$ cat src/rtl/arith_pkg.sv
// Shared definitions for the arithmetic result stage: flag bit positions,
// the flag vector type, the output buffer state encoding and the width of
// the optional error counter.
package arith_pkg;

    localparam int FLAG_E    = 3;
    localparam int FLAG_V    = 2;
    localparam int FLAG_N    = 1;
    localparam int FLAG_Z    = 0;
    localparam int ERR_CNT_W = 8;

    typedef logic [3:0] flags_t;

    typedef enum logic [1:0] {
        EMPTY = 2'd0,
        ONE   = 2'd1,
        TWO   = 2'd2
    } state_t;

endpackage

$ cat src/rtl/arith_flag_gen.sv
// Capture-side sanitisation and status flag derivation. A result that comes
// with an error or overflow bit may be undefined, so it is forced to zero
// before it is stored; the flags are then derived from the sanitised value.
module arith_flag_gen
    import arith_pkg::*;
#(
    parameter int BITS = 32
) (
    input  logic [BITS-1:0] result_i,
    input  logic            error_i,
    input  logic            overflow_i,
    output logic [BITS-1:0] result_o,
    output flags_t          flags_o
);

    logic bad;

    // Zero the result on error/overflow and build {E,V,N,Z}; E and V are
    // reported independently, with no priority between them.
    always_comb begin
        bad              = error_i | overflow_i;
        result_o         = bad ? '0 : result_i;
        flags_o          = '0;
        flags_o[FLAG_E]  = error_i;
        flags_o[FLAG_V]  = overflow_i;
        flags_o[FLAG_N]  = result_o[BITS-1];
        flags_o[FLAG_Z]  = (result_o == '0) && !bad;
    end

endmodule

$ cat src/rtl/arith_result_stage.sv
// Registered output stage behind the combinational operation units.
// Sanitised results and flags are held in an output register backed by a
// one-entry skid register, so o_ready is a pure register and upstream can
// still stream one operation per cycle.
// Optional build macro: ARITH_RESULT_ERR_CNT_EN adds i_cnt_clr/o_err_cnt and
// a saturating count of pushes that carried an error or overflow bit.
module arith_result_stage
    import arith_pkg::*;
#(
    parameter int BITS = 32
) (
    input  logic                 i_clk,
    input  logic                 i_rsn,
    input  logic [BITS-1:0]      i_result,
    input  logic                 i_error,
    input  logic                 i_overflow,
    input  logic                 i_valid,
    output logic                 o_ready,
    output logic [BITS-1:0]      o_result,
    output logic [3:0]           o_flags,
    output logic                 o_valid,
`ifdef ARITH_RESULT_ERR_CNT_EN
    input  logic                 i_cnt_clr,
    output logic [ERR_CNT_W-1:0] o_err_cnt,
`endif
    input  logic                 i_ready
);

    state_t          state_q, state_d;
    logic            ready_q, ready_d;
    logic [BITS-1:0] out_res_q, out_res_d;
    flags_t          out_flags_q, out_flags_d;
    logic [BITS-1:0] skid_res_q, skid_res_d;
    flags_t          skid_flags_q, skid_flags_d;

    logic [BITS-1:0] cap_res;
    flags_t          cap_flags;
    logic            push;
    logic            pop;

    arith_flag_gen #(
        .BITS (BITS)
    ) u_flag_gen (
        .result_i   (i_result),
        .error_i    (i_error),
        .overflow_i (i_overflow),
        .result_o   (cap_res),
        .flags_o    (cap_flags)
    );

    assign push = i_valid && ready_q;
    assign pop  = (state_q != EMPTY) && i_ready;

    // Buffer FSM: decide where an accepted entry lands and what moves forward on a pop.
    always_comb begin
        state_d      = state_q;
        out_res_d    = out_res_q;
        out_flags_d  = out_flags_q;
        skid_res_d   = skid_res_q;
        skid_flags_d = skid_flags_q;
        case (state_q)
            EMPTY: begin
                if (push) begin
                    out_res_d   = cap_res;
                    out_flags_d = cap_flags;
                    state_d     = ONE;
                end
            end
            ONE: begin
                if (push && !pop) begin
                    skid_res_d   = cap_res;
                    skid_flags_d = cap_flags;
                    state_d      = TWO;
                end else if (push && pop) begin
                    out_res_d   = cap_res;
                    out_flags_d = cap_flags;
                end else if (pop) begin
                    state_d = EMPTY;
                end
            end
            TWO: begin
                // ready_q is low here, so only the drain path exists.
                if (pop) begin
                    out_res_d   = skid_res_q;
                    out_flags_d = skid_flags_q;
                    state_d     = ONE;
                end
            end
            default: state_d = EMPTY;
        endcase
        ready_d = (state_d != TWO);
    end

    // State, ready and the visible output register; reset clears them all so no stale entry leaks out.
    always_ff @(posedge i_clk) begin
        if (!i_rsn) begin
            state_q     <= EMPTY;
            ready_q     <= 1'b0;
            out_res_q   <= '0;
            out_flags_q <= '0;
        end else begin
            state_q     <= state_d;
            ready_q     <= ready_d;
            out_res_q   <= out_res_d;
            out_flags_q <= out_flags_d;
        end
    end

    // Skid register holds data only; it is never observed unless state says it is full.
    always_ff @(posedge i_clk) begin
        skid_res_q   <= skid_res_d;
        skid_flags_q <= skid_flags_d;
    end

    assign o_valid  = (state_q != EMPTY);
    assign o_ready  = ready_q;
    assign o_result = out_res_q;
    assign o_flags  = out_flags_q;

`ifdef ARITH_RESULT_ERR_CNT_EN
    logic [ERR_CNT_W-1:0] err_cnt_q, err_cnt_d;

    function automatic logic [ERR_CNT_W-1:0] sat_inc(input logic [ERR_CNT_W-1:0] v);
        return (v == '1) ? v : v + 1'b1;
    endfunction

    // Count faulty pushes, sticking at full scale; a clear overrides a same-cycle increment.
    always_comb begin
        err_cnt_d = err_cnt_q;
        if (i_cnt_clr) begin
            err_cnt_d = '0;
        end else if (push && (i_error || i_overflow)) begin
            err_cnt_d = sat_inc(err_cnt_q);
        end
    end

    // Error counter register.
    always_ff @(posedge i_clk) begin
        if (!i_rsn) begin
            err_cnt_q <= '0;
        end else begin
            err_cnt_q <= err_cnt_d;
        end
    end

    assign o_err_cnt = err_cnt_q;
`endif

endmodule

$ cat config.mk
export PLATFORM = sky130hd
export DESIGN_NAME = arith_result_stage
export DESIGN_NICKNAME = d
export VERILOG_FILES = /design/src/rtl/arith_pkg.sv /design/src/rtl/arith_flag_gen.sv /design/src/rtl/arith_result_stage.sv
export SDC_FILE = /design/constraint.sdc
export NUM_CORES = 1
export LEC_CHECK = 0
export CORE_UTILIZATION = 45
export DETAILED_ROUTE_END_ITERATION = 6
export HOLD_SLACK_MARGIN = 0.03
export PLACE_DENSITY = 0.73
export SETUP_SLACK_MARGIN = 0.15
export SYNTH_ARGS = -nofsm -noshare
export SYNTH_HDL_FRONTEND = slang
export SYNTH_SLANG_ARGS = --single-unit
$ cat constraint.sdc
create_clock -name i_clk -period 2.45 [get_ports i_clk]
set_input_delay 0.6125 -clock i_clk [delete_from_list [all_inputs] [get_ports i_clk]]
set_output_delay 0.6125 -clock i_clk [all_outputs]
set_load 0.02 [all_outputs]
=== Word-level counts from Yosys, hierarchy flattened ===
Cells that the tools add are included.

* Register bits after elaboration: 75
* Logic and storage cells: 44
* Output and inout bits: 38
* Bits of input ports: 38

* Bitwise logic cells: 1
* Reduce and logical (&&, ||, !) cells: 13
* Equal/unequal tests: 7
* Multiplexer cells: 17

{| class="wikitable"
|+ Operators by type and width
! kind !! number
|-
| $mux 32 || 5
|-
| $pmux 32 s3 || 1
|-
| $logic_not 32->1 || 1
|-
| $mux 4 || 4
|-
| $pmux 4 s3 || 1
|-
| $mux 2 || 5
|-
| $ne 2x2->1 const B || 5
|-
| $pmux 2 s3 || 1
|-
| $logic_and 1x1->1 || 5
|-
| $reduce_and 5->1 || 1
|-
| $reduce_bool 3->1 || 1
|-
| $eq 2x1->1 const B || 1
|-
| $eq 2x2->1 const B || 1
|-
| $logic_not 1->1 || 2
|-
| $logic_not 2->1 || 1
|-
| $reduce_and 2->1 || 1
|-
| $reduce_bool 2->1 || 1
|-
| $or 1x1->1 || 1
|}

=== Longest topological paths before layout ===
Gate-level depths: netlist of the first run.

* Depth in word-level cells: 7
* Depth in mapped cells: 6
* Gate-level depth less buffers: 4

=== Modules after synthesis ===
From an unflattened synthesis of the first run, not the netlist that was laid out.

* Cell total of the unflattened synthesis: 267
* Area, all modules: 3131.8 sq um

{| class="wikitable"
|+ Modules (own cells, without submodules)
! module !! instances !! cells an instance !! area each (sq um) !! sequential area each (sq um)
|-
| arith_result_stage || 1 || 216 || 2787.7 || 1861.8
|-
| arith_flag_gen || 1 || 51 || 344.1 || 0.0
|}

=== Worst setup path before layout of the first run ===
No wires, ideal clock.

* Path kind: input port to flip-flop
* Start: input i_valid
* End: register skid_flags_q[0], enable pin
* Library setup time: 0.395 ns
* Stages: 2
* Required time: 2.055 ns
* Arrival: 1.672 ns
* Path slack: 0.382 ns
* Buffers on the path: 0
* Cells stage by stage: and3b_1 and2_1

* Word-level cells in the longest chain between the ends: 3

{| class="wikitable"
|+ RTL lines
! what !! line !! source
|-
| from (decl) || arith_result_stage.sv:17 || <nowiki>input logic i_valid,</nowiki>
|-
| $logic_and 1x1->1 || arith_result_stage.sv:51 || <nowiki>assign push = i_valid && ready_q;</nowiki>
|-
| $logic_and 1x1->1 || arith_result_stage.sv:70 || <nowiki>if (push && !pop) begin</nowiki>
|-
| $reduce_and 2->1 (no line) || - ||
|-
| to (signal assigned) || arith_result_stage.sv:112 || <nowiki>skid_flags_q <= skid_flags_d;</nowiki>
|-
| to (decl) || arith_result_stage.sv:34 || <nowiki>flags_t skid_flags_q, skid_flags_d;</nowiki>
|}

Every way passes these cells.
A chain may end at the register's enable or synchronous reset.

=== Worst setup path after layout of the first run ===
* Start: register state_q[1]
* End: output o_valid

* Word-level cells in the longest chain between the ends: 1

{| class="wikitable"
|+ RTL lines
! what !! line !! source
|-
| from (decl) || arith_result_stage.sv:29 || <nowiki>state_t state_q, state_d;</nowiki>
|-
| from (signal assigned) || arith_result_stage.sv:102 || <nowiki>state_q <= state_d;</nowiki>
|-
| $reduce_bool 2->1 || arith_result_stage.sv:115 || <nowiki>assign o_valid = (state_q != EMPTY);</nowiki>
|-
| to (decl) || arith_result_stage.sv:21 || <nowiki>output logic o_valid,</nowiki>
|}

Every way passes these cells.

==> results, run 1 <==
- The run finished with clean final reports.
- The static leakage is 0.00178 µW.
- The CTS tree is done.
- The core utilization of the finished layout is 62.1%.
- Dividing total power by cell area gives a power density of 621 nW/µm².
- The maximum clock rate is 461 MHz.
- Summing over every cut layer, the via total after detailed routing is 2491.
- For this run, design rule violations remaining after detail routing come to 0.
- The worst register-to-register path begins at state_q[1]$_SDFF_PN0_.
- Yosys attributes the largest share of cell area to edfxtp_1 (33%), dfxtp_1 (24%), o211a_1 (11%).
- The worst supply voltage drop on vdd is 0.000328 V.
- After layout, the minimum clock period comes to 2170 ps.
- Across the run, the number of max-cap violations was 0.
- The initial utilization of the core area, before any placement, comes to a little under half.
- The final global-route overflow total is 0.
- The detailed-route vias per instance is 5.28.
- Entering global routing, the biggest net connects 70 pins.
- Post-CTS timing repair inserted 0 buffers for setup.
- The floorplan step set the die width to between 80 and 90 µm.
- The most critical setup path has its startpoint at state_q[1]$_SDFF_PN0_.
- The global-route met2 utilization is 32.5%.
- The number of standard cells after synthesis is 302.
- The DRC marker count from the first detailed-route iteration is 136.
- The number of nets produced by synthesis is 340.
- The worst setup path is of the reg -> out kind.
- In the finished design, the share of the clock period the worst path needs comes to slightly below 90%.
- The worst-case headroom to the max-slew limit is 64.0%.
- The area growth from synthesis to layout is 32.0%.
- The full die area is 7480 µm².
- The first global-routing pass estimated about 12000 µm of wire.
- The met3 capacity usage during global routing is 5.05%.
- After detailed routing, the average wire length per cell comes to 14.9 µm.
- The minimum setup slack in the final design is approximately 280 ps.
- In this run the cell area of the synthesized design comes to 3210 µm².
- In this run the number of H-tree levels came out at 3.
- For the worst setup path, the data required time is 1840 ps.
- The fraction of final layout cells sized beyond drive strength 1 is just over 8%.
- After synthesis, the most frequently instantiated cells are nand3_1 (67), dfxtp_1 (38), nand2_1 (38).
- The worst setup skew after layout is 7.59 ps.
- After clock tree synthesis, the repair step resized 0 gates.
- STA classifies the critical path startpoint as a flop.
- The clock slew at the register clock pins of the worst setup and hold paths is 70 ps.
- Total power for the finished layout comes to 2630 µW.
- The Yosys step of the flow raised 0 warnings.
- The capturing instance or port of the critical path is o_valid.
- The pre-CTS setup slack is 163 ps.
- The most area-hungry cell type in the Yosys netlist is edfxtp_1.
- Averaged over all synthesized cells, the footprint is 10.6 µm².
- The final layout net count is 410.
- Once detailed placement completed, the half-perimeter wirelength came to 4790 µm.
- The antenna violation net count after detailed routing is 0.
- In this run the worst path has a maximum fanout of 8.
- The most used standard cell by instance count after synthesis is nand3_1.
- STA classifies the critical path endpoint as an output pin.
- The worst reg2reg path endpoint is o_result[7]$_SDFFE_PN0P_.
- The final wirelength is between 7000 and 8000 µm.
- The kind of path behind the tightest hold check is reg -> reg.
- The number of optimization iterations in the first detailed-route pass is 4.
- The via count of the first global-routing pass is 2350.
- The number of placed I/O pins is 76.
- Setup repair after global routing left no endpoint under its margin.
- In this run the core area contains 30 standard-cell rows.
- Counting cells, the worst reg-to-reg path comes to 5.
- The total inserted antenna cells is 0.
- The share of the yosys chip area belonging to registers is a little under three fifths.
- The hold-critical path depth is 1.
- Fill cells in the final layout number just under 600.
- For met1 alone, demand over resource in global routing was ~28%.
- The number of distinct standard cells referenced by the synthesized netlist is 26.
- The clock latency at the later pin of the worst-skew pair is roughly 340 ps.
- The die is roughly 87 µm tall.
- The most heavily used metal layer in global routing is met2.
- The commonest register cell after synthesis is dfxtp_1.
- The area of the core region is between 6000 and 7000 µm².
- Counting along the longest clock path gives a buffer depth of 2.
- The number of buffers inserted during clock tree synthesis is 9.
- Setup slack on the worst reg-to-reg path comes out at 810 ps.
- In the global route stage, overall resource usage came out at 20.6%.
- The congestion estimate from routability-driven global placement came to 0.775.
- Setup total negative slack on the finished layout was measured at 0 ps.
- During placement, the flow inserted port buffers numbering 75.
- The post-synthesis sequential element count is 73.
- The transition time at the pin with the least slew margin is 538 ps.
- In this run the biggest area consumer among cell types represents 32.7% of the synthesized area.
- The number of antenna violations at the first check in global routing is 0.
- The number of flops mapped to enable cells by yosys is 35.
- The clock sink total is 73.
- Data arrives at the worst endpoint at 1560 ps.
- The number of pins exceeding their max-slew limit in the final report is 0.
- The proportion of synthesized flip-flops having asynchronous set or reset is 0%.
- The final number of hold-violating endpoints was 0.
- Hold repair after CTS inserted 0 buffers.
- Setup violations remaining at the end of the flow were counted as 0.
- The clock tree root driver cell is clkbuf_8.
-- sequential cells by signal, indices dropped and copies added (netlist names) --
register      flops
o_result         31
skid_res_q       31
o_flags           4
skid_flags_q      4
state_q           2
o_ready           1
-- cell families after synthesis --
group | Yosys count | synth area share (%)
multiplexers | 1 | 0.312
AND/OR/NAND/NOR | 161 | 26.4
AO/OA/AOI/OAI | 40 | 12.2
buffers and inverters | 27 | 4.71
flip-flops | 73 | 56.4
-- cells in the final DEF, fill, tap and decap left out --
| cell | instances |
|---|---|
| a21oi_1 | 2 |
| and2_1 | 34 |
| and2_2 | 1 |
| and3b_1 | 1 |
| buf_12 | 3 |
| buf_4 | 8 |
| bufinv_16 | 1 |
| clkbuf_1 | 2 |
| clkbuf_8 | 9 |
| clkdlybuf4s50_1 | 75 |
| clkinv_2 | 3 |
| dfxtp_1 | 38 |
| edfxtp_1 | 35 |
| mux2i_1 | 1 |
| nand2_1 | 38 |
| nand2b_1 | 1 |
| nand3_1 | 67 |
| nand3b_1 | 2 |
| nand3b_4 | 1 |
| nand4_1 | 1 |
| nor2_1 | 1 |
| nor2_4 | 1 |
| nor2b_1 | 1 |
| nor2b_2 | 1 |
| nor2b_4 | 1 |
| nor3_1 | 1 |
| nor4_1 | 8 |
| o211a_1 | 35 |
| o21ai_4 | 1 |
| o22ai_1 | 1 |
| o31a_1 | 1 |
| or2_2 | 1 |
-- metal layers --
layer / vias to the layer above / share of wire [%]
met5: - / 0
met3: 6 / 3.6
li1: 1228 / -
met4: 0 / 0.68
met2: 54 / 49
met1: 1203 / 46
-- critical path: stages (launching register included) --
cell and delay, ps:
dfxtp_1 370, or2_2 310, clkdlybuf4s50_1 540
-- power by group --
part	total [µW]	internal (µW)	switching, µW
clock	879	461	418
sequential	1360	1330	29.3
combinational	399	206	193
total	2630	1990	640
-- stage by stage --
stage                     hold slack [ps]  area, µm²  cells
after floorplan                       562       3210    302
after global routing                  515       4240    472
after detailed placement              486       4060    457
after global placement                482       4060    457
final                                 499       4240    472
after CTS                             503       4240    472
-- how the worst min path moves through the flow --
stage               slack [ps]                        end                 startpoint
floorplan                  560  o_result[20]$_SDFFE_PN0P_   skid_res_q[20]$_DFFE_PP_
global placement           480    o_flags[2]$_SDFFE_PN0P_    o_flags[2]$_SDFFE_PN0P_
detailed placement         490  o_result[22]$_SDFFE_PN0P_  o_result[22]$_SDFFE_PN0P_
CTS                        500    o_flags[2]$_SDFFE_PN0P_    o_flags[2]$_SDFFE_PN0P_
global route               520    o_flags[2]$_SDFFE_PN0P_    o_flags[2]$_SDFFE_PN0P_
finish                     500    o_flags[2]$_SDFFE_PN0P_    o_flags[2]$_SDFFE_PN0P_
-- cell type report --
type / count / area, µm² / share of cell area [%]
well taps: 96 / 120 / 2.83
repair buffers: 86 / 871 / 20.5
multi-input cells: 202 / 1260 / 29.7
clock buffers: 11 / 131 / 3.10
flip-flops and latches: 73 / 1810 / 42.7
clock inverters: 4 / 45.0 / 1.06
(Power assumes the default switching activity.)
==> inputs of run 2 (changes only) <==
==> constraint.sdc (replaced) <==
create_clock -name i_clk -period 2.25 [get_ports i_clk]
set_input_delay 0.5625 -clock i_clk [delete_from_list [all_inputs] [get_ports i_clk]]
set_output_delay 0.5625 -clock i_clk [all_outputs]
set_load 0.02 [all_outputs]
==> run 2 against run 1 <==
Final cell count up 0.64%. Combinational power up 8.0%. Critical endpoint is now o_ready. Largest cell class unchanged. Utilization up 0.59 points. Die area unchanged. Via count up 0.36%.
==> results, run 2 (synthesis results as in run 1) <==
- Run status: complete, no violations (unchanged).
- The maximum clock rate is 513 MHz.
- The worst-case headroom to the max-slew limit came to 75.0% (was 64.0%).
- The effective utilization at floorplan is 47.0% (unchanged).
- The internal portion of total power is 2210 µW (was 1990 µW).
- The startpoint of the lowest-slack hold path is o_flags[2]$_SDFFE_PN0P_ (unchanged).
- The number of vias after detailed routing was 2500 (was 2491).
- The hold-critical path depth came to 1 (unchanged).
- The post-placement cell area is 4080 µm² (was 4060 µm²).
- The total power per unit cell area is 689 nW/µm² (was 621 nW/µm²).
- The post-cts gate resize count is 1 (was 0).
- The routed wire length per instance is 14.4 µm (was 14.9 µm).
- The number of optimization iterations in the first detailed-route pass is 4 (unchanged).
- The clock share of power is 35.3% (was 33.4%).
- The core utilization of the finished layout is 62.7% (was 62.1%).
- The count of buffer and inverter cells on the critical path is 1 (unchanged).
- The static leakage is 0.00180 µW (was 0.00178 µW).
- The global-route wire length before repair is 11500 µm (was 11800 µm).
- The vertical die dimension is 86.5 µm (unchanged).
- The clock latency at the later pin of the worst-skew pair came to 340 ps (about the same).
- The maximum clock path buffer count is 2 (unchanged).
- The DRC violation count after routing is 0 (unchanged).
- The part of the total power dissipated in combinational logic is 14.6% (was 15.1%).
- The level count of the clock H-tree is 3 (unchanged).
- The transition time at the pin with the least slew margin is 371 ps (was 538 ps).
- Unrepaired setup endpoints after global routing: no (unchanged).
- The number of buffers inserted during clock tree synthesis is 9 (unchanged).
- The fraction of power consumed by sequential logic came to 50.0% (was 51.5%).
- The startpoint of the worst-slack reg-to-reg timing path is state_q[1]$_SDFF_PN0_ (unchanged).
- The final instance area is 4280 µm² (was 4240 µm²).
- The switching share of power is 25.0% (was 24.3%).
- The commonest non-fill, non-tap cell in the layout is clkdlybuf4s50_1 (unchanged).
- The port buffer count came to 75 (unchanged).
- The total of hold buffers inserted after clock tree synthesis is 0 (unchanged).
- The worst reg2reg path endpoint is o_result[29]$_SDFFE_PN0P_ (was o_result[7]$_SDFFE_PN0P_).
- The worst setup skew after layout is 10.4 ps (was 7.59 ps).
- The area of the core region was 6830 µm² (unchanged).
- The final wirelength is 6850 µm (was 7050 µm).
- List of cells traversed by the critical path: clkdlybuf4s50_1 (was or2_2, clkdlybuf4s50_1).
- The master of the slowest instance on the critical path is clkdlybuf4s50_1 (unchanged).
- The fraction of final layout cells sized beyond drive strength 1 was 9.23% (was 8.24%).
- The clock tree root driver cell was clkbuf_8 (unchanged).
- The number of antenna violations at the first check in global routing is 0 (unchanged).
- The number of placed I/O pins was 76 (unchanged).
- In the finished design, the share of the clock period the worst path needs comes to roughly 87%.
- The largest fanout of any net on the critical path was 4 (was 8).
- The final-layout setup total negative slack is 0 ps (unchanged).
- The reg-to-reg setup timing slack is 860 ps (was 810 ps).
- The floorplan die width is 86.5 µm (unchanged).
- The clock sink total is 73 (unchanged).
- The buffer count from post-CTS setup fixing is 0 (unchanged).
- The CTS tree was done (unchanged).
- The worst path in the final design needs a cycle of between 1500 and 2000 ps, including I/O delays and setup.
- The number of pins exceeding their max-slew limit in the final report is 0 (unchanged).
- The via count of the first global-routing pass is 2393 (was 2350).
- Most frequent cells in the layout: clkdlybuf4s50_1 (74), nand3_1 (67), nand2_1 (38), dfxtp_1 (38) (was clkdlybuf4s50_1 (75), nand3_1 (67), nand2_1 (38), dfxtp_1 (38)).
- The max capacitance violation total is 0 (unchanged).
- The gate family responsible for the most delay along the worst path was buffers and inverters (unchanged).
- The largest net degree at the start of global routing came to 53 (was 70).
- The kind of start point of the critical path is a flop (unchanged).
- The total inserted antenna cells came to 0 (unchanged).
- The detailed-route vias per instance is 5.26 (was 5.28).
- The category of the worst setup path capture point is an output pin (unchanged).
- The HPWL after detailed placement was 4700 µm (was 4790 µm).
- The number of placement rows came to 30 (unchanged).
- The placer congestion estimate is 0.733 (was 0.775).
- The net switching power is 737 µW (was 640 µW).
- The combined global-route utilization of all metal layers is 19.9% (was 20.6%).
- The area growth from synthesis to layout is 33.2% (was 32.0%).
- The full die area is 7480 µm² (unchanged).
- The antenna violation net count after detailed routing is 0 (unchanged).
- The worst supply voltage drop on vdd was 0.000371 V (was 0.000328 V).
- The final setup violation count is 0 (unchanged).
- The delay of the slowest critical-path stage is 640 ps (was 540 ps).
- The final global-route overflow total is 0 (unchanged).
- The clock slew at the register clock pins of the worst setup and hold paths is 80 ps (was 70 ps).
- The cell depth of the worst flop-to-flop path is 5 (unchanged).
- The end point of the most critical hold path is o_flags[2]$_SDFFE_PN0P_ (unchanged).
- The required arrival time at the worst endpoint was 1690 ps (was 1840 ps).
- The DRC marker count from the first detailed-route iteration is 175 (was 136).
- The kind of path behind the tightest hold check is reg -> reg (unchanged).
- The final layout net count came to 412 (was 410).
- The category of the most critical setup path is reg -> out (unchanged).
- The worst setup path startpoint is o_ready$_SDFF_PN0_ (was state_q[1]$_SDFF_PN0_).
- The data arrival time at the worst-slack endpoint is 1390 ps (was 1560 ps).
- The final number of hold-violating endpoints came to 0 (unchanged).
run 2: cell types whose count changed in the layout (fill, tap and decap cells not counted), moves of 2 or more:
cell        change
clkinv_2        -3
clkinvlp_4      +3
buf_4           +2
clkbuf_1        -2
run 2: how the worst max path moves through the flow:
stage,to,slack [ps],depth (start not counted)
final,o_ready,300,1
after global routing,o_ready,240,1
after CTS,o_ready,280,1
after detailed placement,o_flags[0]$_SDFFE_PN0P_,70,5
after global placement,o_flags[0]$_SDFFE_PN0P_,50,5
after floorplan,skid_flags_q[0]$_DFFE_PP_,230,2
run 2: area by class of cell:
cell class	instances	area, µm²
clock buffer	10	138
timing repair buffer	88	885
clock inverter	6	65.1
fill	589	2550
sequential	73	1810
multi-input combinational	202	1260
tap	96	120
run 2: stage by stage:
stage / total power, µW / setup WS (ps) / std cells / hold WS, ps
6_report: 2950 / 300 / 475 / 500
5_1_grt: 3070 / 241 / 475 / 516
4_1_cts: 2980 / 283 / 475 / 503
3_5_place_dp: 1940 / 71.5 / 459 / 485
3_3_place_gp: 1940 / 46.7 / 459 / 479
2_1_floorplan: 1720 / 232 / 302 / 562
run 2: power by group through the flow:
stage	clock network, µW	logic [µW]	registers, µW
3_5_place_dp	0	435	1510
4_1_cts	1060	436	1480
3_3_place_gp	0	429	1510
2_1_floorplan	0	164	1560
5_1_grt	1120	466	1480
6_report	1040	431	1480
run 2: metal layers:
| metal | up-vias | GRT usage, % | part of all wire [%] |
|---|---|---|---|
| met5 | - | 0 | 0 |
| met4 | 0 | 5.45 | 0.83 |
| met3 | 5 | 4.76 | 4.6 |
| met2 | 65 | 30.9 | 49 |
| met1 | 1195 | 27.9 | 46 |
| li1 | 1235 | - | - |
==> variant 1, RTL diff (settings of run 1) <==
`BITS` is set to 32 in 2 places; all go to 48.
--- a/src/rtl/arith_flag_gen.sv
+++ b/src/rtl/arith_flag_gen.sv
@@ -5,5 +5,5 @@
     import arith_pkg::*;
 #(
-    parameter int BITS = 32
+    parameter int BITS = 48
 ) (
     input  logic [BITS-1:0] result_i,
--- a/src/rtl/arith_result_stage.sv
+++ b/src/rtl/arith_result_stage.sv
@@ -8,5 +8,5 @@
     import arith_pkg::*;
 #(
-    parameter int BITS = 32
+    parameter int BITS = 48
 ) (
     input  logic                 i_clk,
Interface: changed (resized i_result and o_result); port bits go from 76 to 108. No check against the original RTL was run, so the function may have changed too.
==> variant 1 against run 1 <==
  * Utilization decreased by 0.57 points
  * Count of clock-buffer cells in the layout increased by 2
  * Design area increased by 42%
  * Power increased by 37%
  * Synthesized area increased by 41%
  * Sequential share of layout area increased by 0.76 points
  * Routed wire length increased by 61%
  * Combinational power increased by 44%
  * Hold slack improved by 0.0063 ns
  * Fmax decreased by 1.9%
  * Setup slack got worse by 0.042 ns
  * Sequential cell count increased by 32
==> variant 1: results (changes against run 1) <==
* Share of cells above drive strength 1 at 7.12% (was 8.24%)
* Syn nets at 489 (was 340)
* Top area cells in the synthesized netlist: edfxtp_1, dfxtp_1, o211a_1, nand3_1, and2_1 (unchanged)
* Largest net degree at the start of global routing at 57 (was 70)
* Vias in the first global route at 3564 (was 2350)
* Via density at 5.55 (was 5.28)
* LEAKAGE at 2.50 nW (was 1.78 nW)
* Gr usage total at 22.2% (was 20.6%)
* Max incr delay on CP at 0.59 ns (was 0.54 ns)
* Measured slew at the worst slew-check pin at 0.583 ns (was 0.538 ns)
* WL final at 11.3 mm (was 7.05 mm)
* Clock Skews at 0.0128 ns (was 0.00759 ns)
* Complex-gate fraction of the synthesized area at 12.2% (about the same)
* Met3 Use GR at 3.49% (was 5.05%)
* Post-synth EDFFs at 51 (was 35)
* RR Startpoint: state_q[0] (was state_q[1])
* HP Start: o_result[7] (was o_flags[2])
* Register area share after synthesis at 57.5% (was 56.4%)
* Synth cell types at 25 (was 26)
* Clock transition at path regs at 0.10 ns (was 0.07 ns)
* Post-route insts no fill at 667 (was 472)
* First-pass GRT wire length at 17.8 mm (was 11.8 mm)
* Met1 Track Usage GR at 29.5% (was 27.9%)
* Mux share of post-synthesis cell area at 0.441% (was 0.312%)
* Initial DRC count at 205 (was 136)
* Top post-synthesis cells by count: nand3_1, nand2_1, dfxtp_1 (was nand3_1, dfxtp_1, nand2_1)
* Status: finished clean (unchanged)
* Worst Hold End: o_result[7] (was o_flags[2])
* GR Util met2 at 36.7% (was 32.5%)
-- variant 1: changes by cell type in the layout (fill, tap and decap cells not counted), moves of 3 or more --
cell             change
nor4_1               +5
and2_1              +16
buf_4                +3
edfxtp_1            +16
dfxtp_1             +15
nand3_1             +32
o211a_1             +15
clkdlybuf4s50_1     +31
nand2_1             +18
-- variant 1: power by group through the flow --
stage                     combinational, mW  clock, mW  sequential (mW)
after global placement                0.566          0             1.99
after global routing                  0.616       1.17             1.96
final                                 0.576       1.08             1.95
after CTS                             0.579       1.10             1.95
after detailed placement              0.576          0             1.99
after floorplan                       0.204          0             2.06
-- variant 1: metal layers --
metal  routed length, um  vias up
met5                   0        -
met3                 612       21
li1                    -     1757
met1                4930     1795
met4                 212        0
met2                5580      127
-- variant 1: final cells by class --
type / instances / area (sq um)
inverters: 2 / 7.51
multi-input cells: 288 / 1770
clock buffers: 13 / 181
flip-flops and latches: 105 / 2610
repair buffers: 123 / 1250
clock inverters: 3 / 21.3
fillers: 832 / 3760
well taps: 133 / 166
-- variant 1: worst max-delay path: cells and delay by family (launching register included) --
kind / cells / cell delay (ns)
buf+inv: 1 / 0.59
flops: 1 / 0.49
simple gates: 1 / 0.17
-- variant 1: worst max path at each step --
stage | startpoint | to | slack [ns] | depth (start not counted)
floorplan | i_ready | skid_flags_q[0] | 0.50 | 2
detailed placement | i_result[17] | o_flags[0] | -0.06 | 6
global route | state_q[0] | o_valid | 0.19 | 2
finish | state_q[0] | o_valid | 0.24 | 2
CTS | state_q[1] | o_valid | 0.19 | 2
global placement | i_result[17] | o_flags[0] | 0.009 | 6
-- variant 1: stage by stage --
| step | setup WS (ns) | area [sq um] |
|---|---|---|
| finish | 0.239 | 6010 |
| global route | 0.189 | 6010 |
| CTS | 0.185 | 6010 |
| detailed placement | -0.0567 | 5810 |
| global placement | 0.00928 | 5810 |
| floorplan | 0.497 | 4540 |
-- variant 1: what timing repair did --
item	CTS	global route
setup buffers	0	0
resized for setup	0	1
endpoints found under the setup margin	0	1
-- variant 1: kinds of logic after synthesis --
family | Yosys count
muxes | 2
and+or+nand+nor | 229
buffers and inverters | 42
DFF | 105
AOI/OAI and AO/OA | 57
==> variant 2, RTL diff (config.mk and constraints of run 1) <==
Without the edit above. Register the output `o_flags` once more; this adds one clock of latency there. The other outputs are not delayed to match.
--- a/src/rtl/arith_result_stage.sv
+++ b/src/rtl/arith_result_stage.sv
@@ -116,5 +116,7 @@
     assign o_ready  = ready_q;
     assign o_result = out_res_q;
-    assign o_flags  = out_flags_q;
+    always_ff @(posedge i_clk) begin
+        o_flags <= out_flags_q;
+    end
 
 `ifdef ARITH_RESULT_ERR_CNT_EN
Behaviour: not the same (Yosys sat finds a counterexample within 4 cycles, from zero or initial values).
==> variant 2 against run 1 <==
  * Critical endpoint unchanged
  * Synthesized area up 2.5%
  * Critical path depth unchanged
  * Design area up 3.0%
  * Utilization up 0.80 points
  * Power up 3.1%
  * Sequential cell count up 4
  * Setup slack worse by 0.0039 ns
  * Routed wire length up 2.6%
==> variant 2: results (changes against run 1) <==
* First-pass GRT wire length at 12.0 mm (was 11.8 mm)
* DP HPWL at 4.90 mm (was 4.79 mm)
* Cts bufs inserted at 9 (unchanged)
* Setup bufs post-CTS at 0 (unchanged)
* Slew margin rel. at 67.9% (was 64.0%)
* Clk buf depth at 2 (unchanged)
* Clock Skews at 0.00532 ns (was 0.00759 ns)
* Placed cells at 463 (was 457)
* Top post-synthesis cells by count: nand3_1, dfxtp_1, nand2_1 (unchanged)
* Pre-antenna DRT Iters at 4 (unchanged)
* Crit path DAT at 1.56 ns (about the same)
* Status: finished clean (unchanged)
* Share of cells above drive strength 1 at 9.40% (was 8.24%)
* FFs w/ async S/R, synth at 0% (unchanged)
* Port Buffers at 75 (unchanged)
* Initial DRC count at 134 (was 136)
* Mapped Avg Cell Area at 10.8 sq um (was 10.6 sq um)
* Via density at 5.32 (was 5.28)
* Resized Gates After CTS at 0 (unchanged)
* Vias in the first global route at 2448 (was 2350)
* Nets at 416 (was 410)
* Syn nets at 344 (was 340)
* Gr usage total at 20.5% (was 20.6%)
* Detailed-route via count at 2546 (was 2491)
* Register area share after synthesis at 57.4% (was 56.4%)
* CP max FO at 8 (unchanged)
* WL final at 7.24 mm (was 7.05 mm)
* Diode count at 0 (unchanged)
* Peak supply drop at 0.000318 V (was 0.000328 V)
* GPL Wtd Cong at 0.764 (was 0.775)
* Largest net degree at the start of global routing at 47 (was 70)
* Top area cells in the synthesized netlist: edfxtp_1, dfxtp_1, o211a_1, nand3_1, and2_1 (unchanged)
* # fillers at 567 (was 593)
* Cell Area, Placed at 4180 sq um (was 4060 sq um)
* LEAKAGE at 1.83 nW (was 1.78 nW)
* Pre-CTS WS at 0.199 ns (was 0.163 ns)
* H-tree depth at 3 (unchanged)
-- variant 2: cell types whose count changed after synthesis, sizes merged --
cell   change
dfxtp      +4
-- variant 2: worst max-delay path: stages (launching register included) --
cell and delay, ns:
dfxtp_1 0.38, or2_2 0.31, clkdlybuf4s50_1 0.53
-- variant 2: power breakdown --
part | internal [mW] | total [mW] | switching, mW
sequential | 1.40 | 1.43 | 0.0308
combinational | 0.212 | 0.406 | 0.194
clock | 0.380 | 0.884 | 0.504
-- variant 2: final timing paths --
path                        from          end  slack (ns)  cells past startpoint
setup / recovery      state_q[1]      o_valid        0.28                      2
setup reg to reg      state_q[1]  o_result[2]        0.88                      5
hold / removal    out_flags_q[0]   o_flags[0]        0.36                      0
hold reg to reg   out_flags_q[0]   o_flags[0]        0.36                      0
-- variant 2: metal layers --
metal	vias to the layer above	global-route usage [%]	share of wire, %
met4	0	5.37	0.39
met5	-	0	0
met2	76	32.1	48
met3	2	5.18	5.1
li1	1252	-	-
met1	1216	28.5	46
-- variant 2: through the flow --
stage,util [%],power (mW)
final,62.9,2.72
after global routing,62.9,2.83
after CTS,62.9,2.75
after detailed placement,60.3,1.86
after global placement,60.3,1.86
after floorplan,-,1.65
-- variant 2: layout make-up --
cell class / count / share of cell area [%]
sequential: 77 / 43.3
multi-input combinational: 202 / 28.9
timing repair buffer: 88 / 20.9
clock buffer: 9 / 2.84
tap: 96 / 2.75
clock inverter: 7 / 1.32
-- variant 2: cells by family (layout without fill, tap and decap cells) --
kind of cell | after synthesis | in the layout | share of synthesized area (%)
multiplexers | 1 | 1 | 0.304
flip-flops | 77 | 77 | 57.4
AO/OA/AOI/OAI | 40 | 40 | 11.9
AND/OR/NAND/NOR | 161 | 161 | 25.8
buffers and inverters | 27 | 104 | 4.60
